==> config.mk <==
export PLATFORM = sky130hd
export DESIGN_NAME = kalman_step_sequencer
export DESIGN_NICKNAME = d
export VERILOG_FILES = /design/src/rtl/kalman_pkg.sv /design/src/rtl/kalman_step_timer.sv /design/src/rtl/kalman_step_sequencer.sv
export SDC_FILE = /design/constraint.sdc
export NUM_CORES = 1
export LEC_CHECK = 0
export CELL_PAD_IN_SITES_DETAIL_PLACEMENT = 1
export CELL_PAD_IN_SITES_GLOBAL_PLACEMENT = 1
export CORE_MARGIN = 3
export CORE_UTILIZATION = 35
export CTS_CLUSTER_DIAMETER = 50
export DETAILED_ROUTE_END_ITERATION = 10
export PLACE_DENSITY_LB_ADDON = 0.05
export SETUP_SLACK_MARGIN = 0.3
export SYNTH_ARGS = -nofsm -noshare
export SYNTH_HDL_FRONTEND = slang
export SYNTH_SLANG_ARGS = --single-unit
==> constraint.sdc <==
create_clock -name clk -period 1.89 [get_ports clk]
set_input_delay 0.378 -clock clk [delete_from_list [all_inputs] [get_ports clk]]
set_output_delay 0.378 -clock clk [all_outputs]
set_load 0.05 [all_outputs]
==> src/rtl/kalman_pkg.sv <==
`default_nettype none
// ============================================================================
//  Module      : kalman_pkg
//  Description : Shared types and constants for the Kalman step sequencer.
//                Defines the sequencer state encoding, the step-number type
//                and the fixed-point defaults for the R_angle constant.
//  Revision    : 1.0  initial release
// ============================================================================
package kalman_pkg;

    localparam int KALMAN_FRAC_BITS = 13;
    localparam int KALMAN_DATA_W    = 23;

    // 250 * 2^-13 ~= 0.03
    localparam logic [KALMAN_DATA_W-1:0] R_ANGLE_DEFAULT = 23'd250;

    typedef logic [2:0] step_t;

    typedef enum logic [2:0] {
        IDLE  = 3'd0,
        ISSUE = 3'd1,
        WAIT  = 3'd2,
        DONE  = 3'd3,
        ERR   = 3'd4
    } kalman_state_e;

endpackage
`default_nettype wire

==> src/rtl/kalman_step_timer.sv <==
`default_nettype none
// ============================================================================
//  Module      : kalman_step_timer
//  Description : Clear/enable counter that saturates at TIMEOUT-1 and flags
//                when that value is reached. Used to bound the wait for
//                step_done.
//  Ports       : clk, n_rst (async active-low), clr (sync clear, wins over
//                en), en (count enable), timeout (count == TIMEOUT-1)
//  Revision    : 1.0  initial release
// ============================================================================
module kalman_step_timer #(
    parameter int TIMEOUT = 16
)(
    input  logic clk,
    input  logic n_rst,
    input  logic clr,
    input  logic en,
    output logic timeout
);

    localparam int                  c_cnt_w = $clog2(TIMEOUT);
    localparam logic [c_cnt_w-1:0]  c_last  = c_cnt_w'(TIMEOUT - 1);

    logic [c_cnt_w-1:0] r_cnt;

    // Saturates at c_last so a stuck datapath never wraps the count.
    always_ff @(posedge clk or negedge n_rst) begin
        if (!n_rst) begin
            r_cnt <= '0;
        end else if (clr) begin
            r_cnt <= '0;
        end else if (en && (r_cnt != c_last)) begin
            r_cnt <= r_cnt + 1'b1;
        end
    end

    assign timeout = (r_cnt == c_last);

endmodule
`default_nettype wire

==> src/rtl/kalman_step_sequencer.sv <==
`default_nettype none
// ============================================================================
//  Module      : kalman_step_sequencer
//  Description : Runs Kalman ALU steps 1..NUM_STEPS once per accepted sample.
//                Issues step_start/step_sel, waits (bounded) for step_done,
//                pulses a one-hot capture enable per finished step, then
//                presents est_valid until est_ready. A step timeout parks
//                the sequencer in an error state until err_clr.
//  Ports       : clk, n_rst (async active-low)
//                sample_valid/sample_ready  sample handshake (IDLE only)
//                step_start/step_sel/step_done  step datapath control
//                cap_en      one-hot latch enable, bit k-1 for step k
//                r_angle     R_angle constant for step 4
//                est_valid/est_ready  estimate handshake
//                busy, err (sticky), err_clr
//  Config      : KALMAN_R_ANGLE_PROG_EN adds r_angle_we/r_angle_wdata so
//                R_angle can be written while idle.
//  Revision    : 1.0  initial release
// ============================================================================
module kalman_step_sequencer
    import kalman_pkg::*;
#(
    parameter int                NUM_STEPS   = 7,
    parameter int                DATA_W      = KALMAN_DATA_W,
    parameter int                TIMEOUT     = 16,
    parameter logic [DATA_W-1:0] R_ANGLE_DEF = DATA_W'(R_ANGLE_DEFAULT)
)(
    input  logic                 clk,
    input  logic                 n_rst,
    input  logic                 sample_valid,
    output logic                 sample_ready,
    output logic                 step_start,
    output logic [2:0]           step_sel,
    input  logic                 step_done,
    output logic [NUM_STEPS-1:0] cap_en,
    output logic [DATA_W-1:0]    r_angle,
    output logic                 est_valid,
    input  logic                 est_ready,
    output logic                 busy,
    output logic                 err,
`ifdef KALMAN_R_ANGLE_PROG_EN
    input  logic                 r_angle_we,
    input  logic [DATA_W-1:0]    r_angle_wdata,
`endif
    input  logic                 err_clr
);

    localparam step_t                 c_first_step = step_t'(1);
    localparam step_t                 c_last_step  = step_t'(NUM_STEPS);
    localparam logic [NUM_STEPS-1:0]  c_cap_one    = NUM_STEPS'(1);

    kalman_state_e r_state;
    kalman_state_e w_state_nxt;
    step_t         r_idx;
    step_t         w_idx_nxt;
    logic          r_live;
    logic          w_timeout;

    // r_live keeps sample_ready low for the first cycle after reset release.
    assign sample_ready = (r_state == IDLE) && r_live;
    assign busy         = (r_state != IDLE);

    kalman_step_timer #(
        .TIMEOUT (TIMEOUT)
    ) u_timer (
        .clk     (clk),
        .n_rst   (n_rst),
        .clr     (r_state == ISSUE),
        .en      (r_state == WAIT),
        .timeout (w_timeout)
    );

    always_ff @(posedge clk or negedge n_rst) begin
        if (!n_rst) begin
            r_state <= IDLE;
            r_idx   <= '0;
            r_live  <= 1'b0;
        end else begin
            r_state <= w_state_nxt;
            r_idx   <= w_idx_nxt;
            r_live  <= 1'b1;
        end
    end

    always_comb begin
        w_state_nxt = r_state;
        w_idx_nxt   = r_idx;
        case (r_state)
            IDLE: begin
                if (sample_ready && sample_valid) begin
                    w_state_nxt = ISSUE;
                    w_idx_nxt   = c_first_step;
                end
            end
            ISSUE: begin
                w_state_nxt = WAIT;
            end
            WAIT: begin
                // step_done takes priority over a coincident timeout.
                if (step_done) begin
                    if (r_idx == c_last_step) begin
                        w_state_nxt = DONE;
                    end else begin
                        w_state_nxt = ISSUE;
                        w_idx_nxt   = r_idx + step_t'(1);
                    end
                end else if (w_timeout) begin
                    w_state_nxt = ERR;
                end
            end
            DONE: begin
                if (est_ready) begin
                    w_state_nxt = IDLE;
                end
            end
            ERR: begin
                if (err_clr) begin
                    w_state_nxt = IDLE;
                end
            end
            default: begin
                w_state_nxt = IDLE;
            end
        endcase
    end

    // Registered outputs are computed from the next state so they line up
    // with the state they describe rather than trailing it by a cycle.
    always_ff @(posedge clk or negedge n_rst) begin
        if (!n_rst) begin
            step_start <= 1'b0;
            step_sel   <= '0;
            cap_en     <= '0;
            est_valid  <= 1'b0;
            err        <= 1'b0;
        end else begin
            step_start <= (w_state_nxt == ISSUE);
            step_sel   <= ((w_state_nxt == ISSUE) || (w_state_nxt == WAIT) ||
                           (w_state_nxt == ERR)) ? w_idx_nxt : '0;
            cap_en     <= ((r_state == WAIT) && step_done) ?
                          (c_cap_one << (r_idx - c_first_step)) : '0;
            est_valid  <= (w_state_nxt == DONE);
            err        <= (w_state_nxt == ERR);
        end
    end

`ifdef KALMAN_R_ANGLE_PROG_EN
    logic [DATA_W-1:0] r_r_angle;

    // Writes are dropped while busy so R_angle is stable for a whole sample.
    always_ff @(posedge clk or negedge n_rst) begin
        if (!n_rst) begin
            r_r_angle <= R_ANGLE_DEF;
        end else if (r_angle_we && !busy) begin
            r_r_angle <= r_angle_wdata;
        end
    end

    assign r_angle = r_r_angle;
`else
    assign r_angle = R_ANGLE_DEF;
`endif

endmodule
`default_nettype wire

==> results of run 1 <==
-- metal layers --
layer  share of wire, %  vias to the layer above  wire length [um]  global-route usage [%]
met3                4.6                        2               141                    2.43
li1                   -                      467                 -                       -
met1                 44                      486              1350                    18.6
met4               0.36                        0                11                    3.65
met2                 51                       28              1580                    23.6
met5                  0                        -                 0                       0
-- power groups by stage --
stage	clock network (mW)	registers, mW	logic, mW
floorplan	0	0.891	0.816
global placement	0	0.784	1.24
detailed placement	0	0.791	1.27
CTS	0.468	0.763	1.43
global route	0.487	0.798	1.64
finish	0.453	0.771	1.51
-- area by class of cell --
class / count / area share (%)
Timing Repair Buffer: 44 / 20.7
Tap cell: 48 / 3.25
Sequential cell: 24 / 32.7
Multi-Input combinational cell: 88 / 37.9
Inverter: 8 / 1.62
Clock buffer: 3 / 2.23
Clock inverter: 1 / 1.62
-- final timing paths --
kind                                          to             start  cells past startpoint
worst max-delay path                        busy        r_state[0]                      3
worst min-delay path            u_timer.r_cnt[2]             n_rst                      2
worst max register to register       step_sel[2]        r_state[0]                      5
worst min register to register  u_timer.r_cnt[1]  u_timer.r_cnt[1]                      2
max in group asynchronous             r_state[0]             n_rst                      2
min in group clk                u_timer.r_cnt[1]  u_timer.r_cnt[1]                      2
-- worst reg2reg max path: stages (launching register included) --
cell and delay [ns]:
dfrtp_2 0.47, buf_6 0.14, nor2b_4 0.11, a221o_1 0.38, nor4bb_4 0.41, nor3b_2 0.09
-- sequential cells by signal, summed over array words and instances, names as in the netlist, 3 cells and up --
register,flops
u_timer.r_cnt,4
cap_en,7
step_sel,3
r_state,3
r_idx,3
-- cells in the final DEF, fill, tap and decap left out, types with 2 or more instances in the layout --
| master | netlist | routed |
|---|---|---|
| a21oi_1 | 8 | 7 |
| a22oi_2 | 0 | 2 |
| and2_1 | 4 | 4 |
| and3_1 | 5 | 5 |
| buf_4 | 26 | 27 |
| buf_6 | 0 | 3 |
| clkbuf_8 | 0 | 3 |
| clkdlybuf4s50_1 | 0 | 5 |
| conb_1 | 2 | 24 |
| dfrtp_1 | 24 | 21 |
| dfrtp_2 | 0 | 3 |
| dlygate4sd2_1 | 0 | 7 |
| ha_1 | 6 | 6 |
| inv_1 | 8 | 8 |
| nand2_1 | 6 | 6 |
| nand2b_1 | 2 | 2 |
| nor2_1 | 3 | 3 |
| nor2b_1 | 2 | 2 |
| nor4bb_4 | 2 | 2 |
| o22ai_1 | 2 | 2 |
-- cells in the mapped netlist (2+ instances only) --
cell type	instances
a21oi_1	8
a22oi_1	2
and2_1	4
and3_1	5
buf_4	26
conb_1	2
dfrtp_1	24
ha_1	6
inv_1	8
nand2_1	6
nand2b_1	2
nor2_1	3
nor2b_1	2
nor4bb_4	2
o22ai_1	2
-- per-stage QoR --
step           utilization (%)  worst slack (ns)  instances
2_1_floorplan                -           -0.0539        146
3_3_place_gp              43.5           -0.0500        201
3_5_place_dp              43.5           -0.0600        201
4_1_cts                   47.6            0.0961        213
5_1_grt                   49.4            0.0648        216
6_report                  49.4            0.0967        216
-- repair_timing --
action,4_1_cts,5_1_grt
buffers inserted,8,3
pin swaps,5,5
hold buffers,0,0
gates resized for setup,16,7
endpoints found under the setup margin,14,8
-- kinds of logic (layout without fill, tap and decap cells) --
group / count (synthesis) / in the layout / share of synthesized area [%]
fa+ha+maj: 6 / 6 / 5.43
buf+inv: 34 / 56 / 16.3
xor+xnor: 1 / 1 / 0.634
compound gates: 21 / 21 / 12.3
flops: 24 / 24 / 43.5
simple gates: 36 / 36 / 21.3
other cells: 2 / 24 / 0.544
==> out/results.tsv, run 1 <==
metric	value	unit
multiInputGateArea	702	um^2
routed_wl	3.09	mm
rows	22	
viasPerCell	4.55	
ys_warn_count	0	
critPathTopFamily	flip-flops	
synth_area_leaders	dfrtp_1, buf_4, ha_1	
hpwl	2.25	mm
p_switching	1.15	mW
start_kind	flip-flop	
cp.required	1.51	ns
critPathMaxStageDelay	0.47	ns
fin_hold_ws	0.462	ns
placed_area	0.00163	mm^2
numPortBuffers	20	
r2r_slack	0.18	ns
drive_above_1_share	34.5	%
p_int	1.58	mW
netlist_instances	124	
cts_root_buf	clkbuf_8	
drt_iter0_drc	42	
crit_arrival	1.42	ns
clock_sinks	24	
globalRouteOverflowTotal	0	
period_share	94.9	%
grt_pass1_vias	1006	
die_area	0.00474	mm^2
rsz0062_at_grt	yes	
fp.dieW	68.8	um
antennaDiodeCount	0	
cp-end-kind	primary output	
route.vias.total	983	
grt_max_degree	25	
grt_usage	14.0	%
hold_class	in2async	
p_per_area	1480	mW/mm^2
switching_share	42.2	%
crit_type	reg2out	
synth-main-ff-cell	dfrtp_1	
gp_congestion	0.781	
io_pins	44	
path_cells	buf_4, or3_4, buf_8	
final_area	0.00185	mm^2
drv_slew	0	
period_needed	1.79	ns
dr.pass1.iters	3	
drv_cap	0	
coreArea	0.00374	mm^2
clkTransAtPathRegs	0.09	ns
cts_buffers	3	
synth.distinct_cells	37	
fin_skew	0.00319	ns
synthArstFlopShare	100	%
combPwrFrac	55.2	%
path_buf_inv	2	
slowest_stage	dfrtp_2	
die_y	68.8	um
outcome	finished, final reports clean	
cts_max_path_buffers	2	
leakage	0.963	nW
avgSynthCellArea	11.1	um^2
synth_top_area_share	43.5	%
clkPwrFrac	16.6	%
seq_area	604	um^2
wl_per_cell	14.3	um
clkLatencyLatePin	0.27	ns
cts_tree	built	
num-nets-final	181	
fmax	558	MHz
hold_viol_final	0	
start_util	36.9	%
syn_area	0.00138	mm^2
ys_ff_latch	24	
critical_path.max_fanout	7	
peakVddDrop	0.647	mV
ys_seq_area_share	43.5	%
drc	0	
antenna_found_initial	0	
h-tree-depth	1	
grt_pass1_wl	4.85	mm
final.setup.tns	0	ns
antenna_left	0	
synth_edf_count	0	
setup_viol	0	
p_total	2.73	mW
yosys.area.top_type	dfrtp_1	
fill_cells	450	
p_seq_share	28.2	%
syn_to_final_growth	34.0	%
No activity file was read; power rests on OpenSTA's default activity.
==> run 2, diff against run 1 <==
--- a/config.mk
+++ b/config.mk
@@ -10,6 +10,7 @@
 export CORE_MARGIN = 3
 export CORE_UTILIZATION = 35
 export CTS_CLUSTER_DIAMETER = 50
+export CTS_CLUSTER_SIZE = 14
 export DETAILED_ROUTE_END_ITERATION = 10
 export PLACE_DENSITY_LB_ADDON = 0.05
 export SETUP_SLACK_MARGIN = 0.3
==> results of run 2 <==
No change in the layout: final DEF, timing and power equal those of run 1.
==> run 3, diff against run 2 <==
--- a/config.mk
+++ b/config.mk
@@ -5,15 +5,18 @@
 export SDC_FILE = /design/constraint.sdc
 export NUM_CORES = 1
 export LEC_CHECK = 0
+export ABC_AREA = 1
 export CELL_PAD_IN_SITES_DETAIL_PLACEMENT = 1
 export CELL_PAD_IN_SITES_GLOBAL_PLACEMENT = 1
 export CORE_MARGIN = 3
-export CORE_UTILIZATION = 35
+export CORE_UTILIZATION = 40
 export CTS_CLUSTER_DIAMETER = 50
 export CTS_CLUSTER_SIZE = 14
 export DETAILED_ROUTE_END_ITERATION = 10
+export DONT_BUFFER_PORTS = 1
 export PLACE_DENSITY_LB_ADDON = 0.05
 export SETUP_SLACK_MARGIN = 0.3
+export SLEW_MARGIN = 20
 export SYNTH_ARGS = -nofsm -noshare
 export SYNTH_HDL_FRONTEND = slang
 export SYNTH_SLANG_ARGS = --single-unit
==> out/results.tsv, run 3 <==
metric	value	unit	change
die_area	0.00410	mm^2	was 0.00474 mm^2
routed_wl	2.54	mm	was 3.09 mm
ys_seq_area_share	44.5	%	was 43.5%
synth_area_leaders	dfrtp_1, buf_4, inv_1		was dfrtp_1, buf_4, ha_1
grt_max_degree	25		unchanged
viasPerCell	4.34		was 4.55
synth_top_area_share	44.5	%	was 43.5%
cp.required	1.51	ns	about the same
start_util	43.1	%	was 36.9%
io_pins	44		unchanged
period_share	81.2	%	was 94.9%
dr.pass1.iters	2		was 3
avgSynthCellArea	8.76	um^2	was 11.1 um^2
cts_max_path_buffers	2		unchanged
crit_arrival	1.16	ns	was 1.42 ns
syn_area	0.00135	mm^2	was 0.00138 mm^2
fp.dieW	64.1	um	was 68.8 um
gp_congestion	0.772		was 0.781
synth-main-ff-cell	dfrtp_1		unchanged
layout_commonest_cell	inv_1		was buf_4
largest_reg_flops	7		unchanged
mostFrequentLayoutCells	inv_1, conb_1, nand2_1, dfrtp_1, nor2_1		was buf_4, conb_1, dfrtp_1
drive_above_1_share	23.3	%	was 34.5%
coreArea	0.00313	mm^2	was 0.00374 mm^2
grt_pass1_wl	4.46	mm	was 4.85 mm
cts_buffers	3		unchanged
hold_class	in2reg		was in2async
placed_area	0.00131	mm^2	was 0.00163 mm^2
regMostFlops	cap_en		unchanged
cts_root_buf	clkbuf_4		was clkbuf_8
drc	0		unchanged
antenna_left	0		unchanged
rsz0062_at_grt	yes		unchanged
rows	20		was 22
num-nets-final	177		was 181
fmax	651	MHz	was 558 MHz
drv_cap	0		unchanged
fin_skew	0.00637	ns	was 0.00319 ns
numPortBuffers	0		was 20
instances_no_fill	207		was 216
cts_tree	built		unchanged
h-tree-depth	1		unchanged
drv_slew	0		unchanged
grt_pass1_vias	984		was 1,006
synth_common_cells	inv_1, dfrtp_1, buf_4		was buf_4, dfrtp_1, a21oi_1, inv_1
critical_path.max_fanout	2		was 7
final_area	0.00143	mm^2	was 0.00185 mm^2
synth.distinct_cells	23		was 37
synthArstFlopShare	100	%	unchanged
ys_ff_latch	24		unchanged
crit_type	reg2out		unchanged
route.vias.total	899		was 983
peakVddDrop	0.596	mV	was 0.647 mV
yosysMostFrequentCell	inv_1		was buf_4
clkLatencyLatePin	0.32	ns	was 0.27 ns
p_per_area	1400	mW/mm^2	was 1480 mW/mm^2
globalRouteOverflowTotal	0		unchanged
reg2regPathDepth	10		was 5
ys_warn_count	0		unchanged
largestRegisters	cap_en: 7 flops, u_timer.r_cnt: 4 flops		unchanged
syn_to_final_growth	6.03	%	was 34.0%
period_needed	1.54	ns	was 1.79 ns
leakage	0.817	nW	was 0.963 nW
wl_per_cell	12.3	um	was 14.3 um
antennaDiodeCount	0		unchanged
antenna_found_initial	0		unchanged
hpwl	1.95	mm	was 2.25 mm
dp_cells	197		was 201
setup_viol	0		unchanged
clkTransAtPathRegs	0.13	ns	was 0.09 ns
netlist_instances	154		was 124
start_kind	flip-flop		unchanged
die_y	64.1	um	was 68.8 um
drt_iter0_drc	25		was 42
yosys.area.top_type	dfrtp_1		unchanged
cp-end-kind	primary output		unchanged
clock_sinks	24		unchanged
outcome	finished, final reports clean		unchanged
hold_depth	2		
grt_usage	13.6	%	was 14.0%
synth_edf_count	0		unchanged
hold_viol_final	0		unchanged
final.setup.tns	0	ns	unchanged
-- run 3: layout make-up --
| cell class | count | area [um^2] |
|---|---|---|
| multi-input cells | 99 | 557 |
| inverters | 30 | 124 |
| fillers | 376 | 1700 |
| flip-flops and latches | 24 | 604 |
| well taps | 44 | 55.1 |
| repair buffers | 7 | 67.6 |
| clock buffers | 3 | 22.5 |
-- run 3: cells by family after synthesis --
family                   synth area share, %
adder cells (fa/ha/maj)                 5.57
other                                  0.557
AO/OA/AOI/OAI                           3.90
XOR/XNOR                               0.649
AND/OR/NAND/NOR                         23.6
buffers and inverters                   21.2
flip-flops                              44.5
-- run 3: report_power, final --
group          internal, mW  total, mW  switching (mW)
clock                0.0747      0.225           0.150
combinational         0.264      0.883           0.618
sequential            0.631      0.891           0.261
-- run 3: worst max-delay path, stage by stage (launching register included) --
cell      delay (ns)
dfrtp_1         0.43
nor2_4          0.13
nand3_2         0.13
clkinv_4        0.14
-- run 3: path summary, 6_finish.rpt --
check,startpoint,endpoint,slack [ns]
worst max-delay path,r_state[0],sample_ready,0.35
worst min-delay path,step_done,cap_en[2],0.23
worst max register to register,r_state[2],step_sel[1],0.42
worst min register to register,u_timer.r_cnt[0],u_timer.r_cnt[0],0.51
max in group asynchronous,n_rst,r_idx[1],1.25
min in group asynchronous,n_rst,u_timer.r_cnt[3],0.47
-- run 3: timing repair --
| action | in CTS | in global routing |
|---|---|---|
| setup buffers | 4 | 1 |
| resized for setup | 8 | 5 |
| hold buffers | 2 | 0 |
| hold endpoints to repair | 24 | 0 |
| setup endpoints to repair | 5 | 6 |
| pin swaps | 1 | 1 |
-- run 3: stage by stage --
step	worst slack, ns	power [mW]	utilization [%]	hold WS [ns]
finish	0.354	2.00	45.7	0.228
global route	0.266	2.16	45.7	0.210
CTS	0.292	1.99	45.2	0.216
detailed placement	0.335	1.68	42.0	0.0831
global placement	0.330	1.67	42.0	0.0830
floorplan	0.522	1.57	-	0.0824
-- run 3: metal layers --
layer	global-route usage (%)	vias up	wire, um
met5	0	-	0
met4	4.85	0	32
met3	2.46	4	170
met2	24.5	32	1270
met1	16.0	430	1070
li1	-	433	-
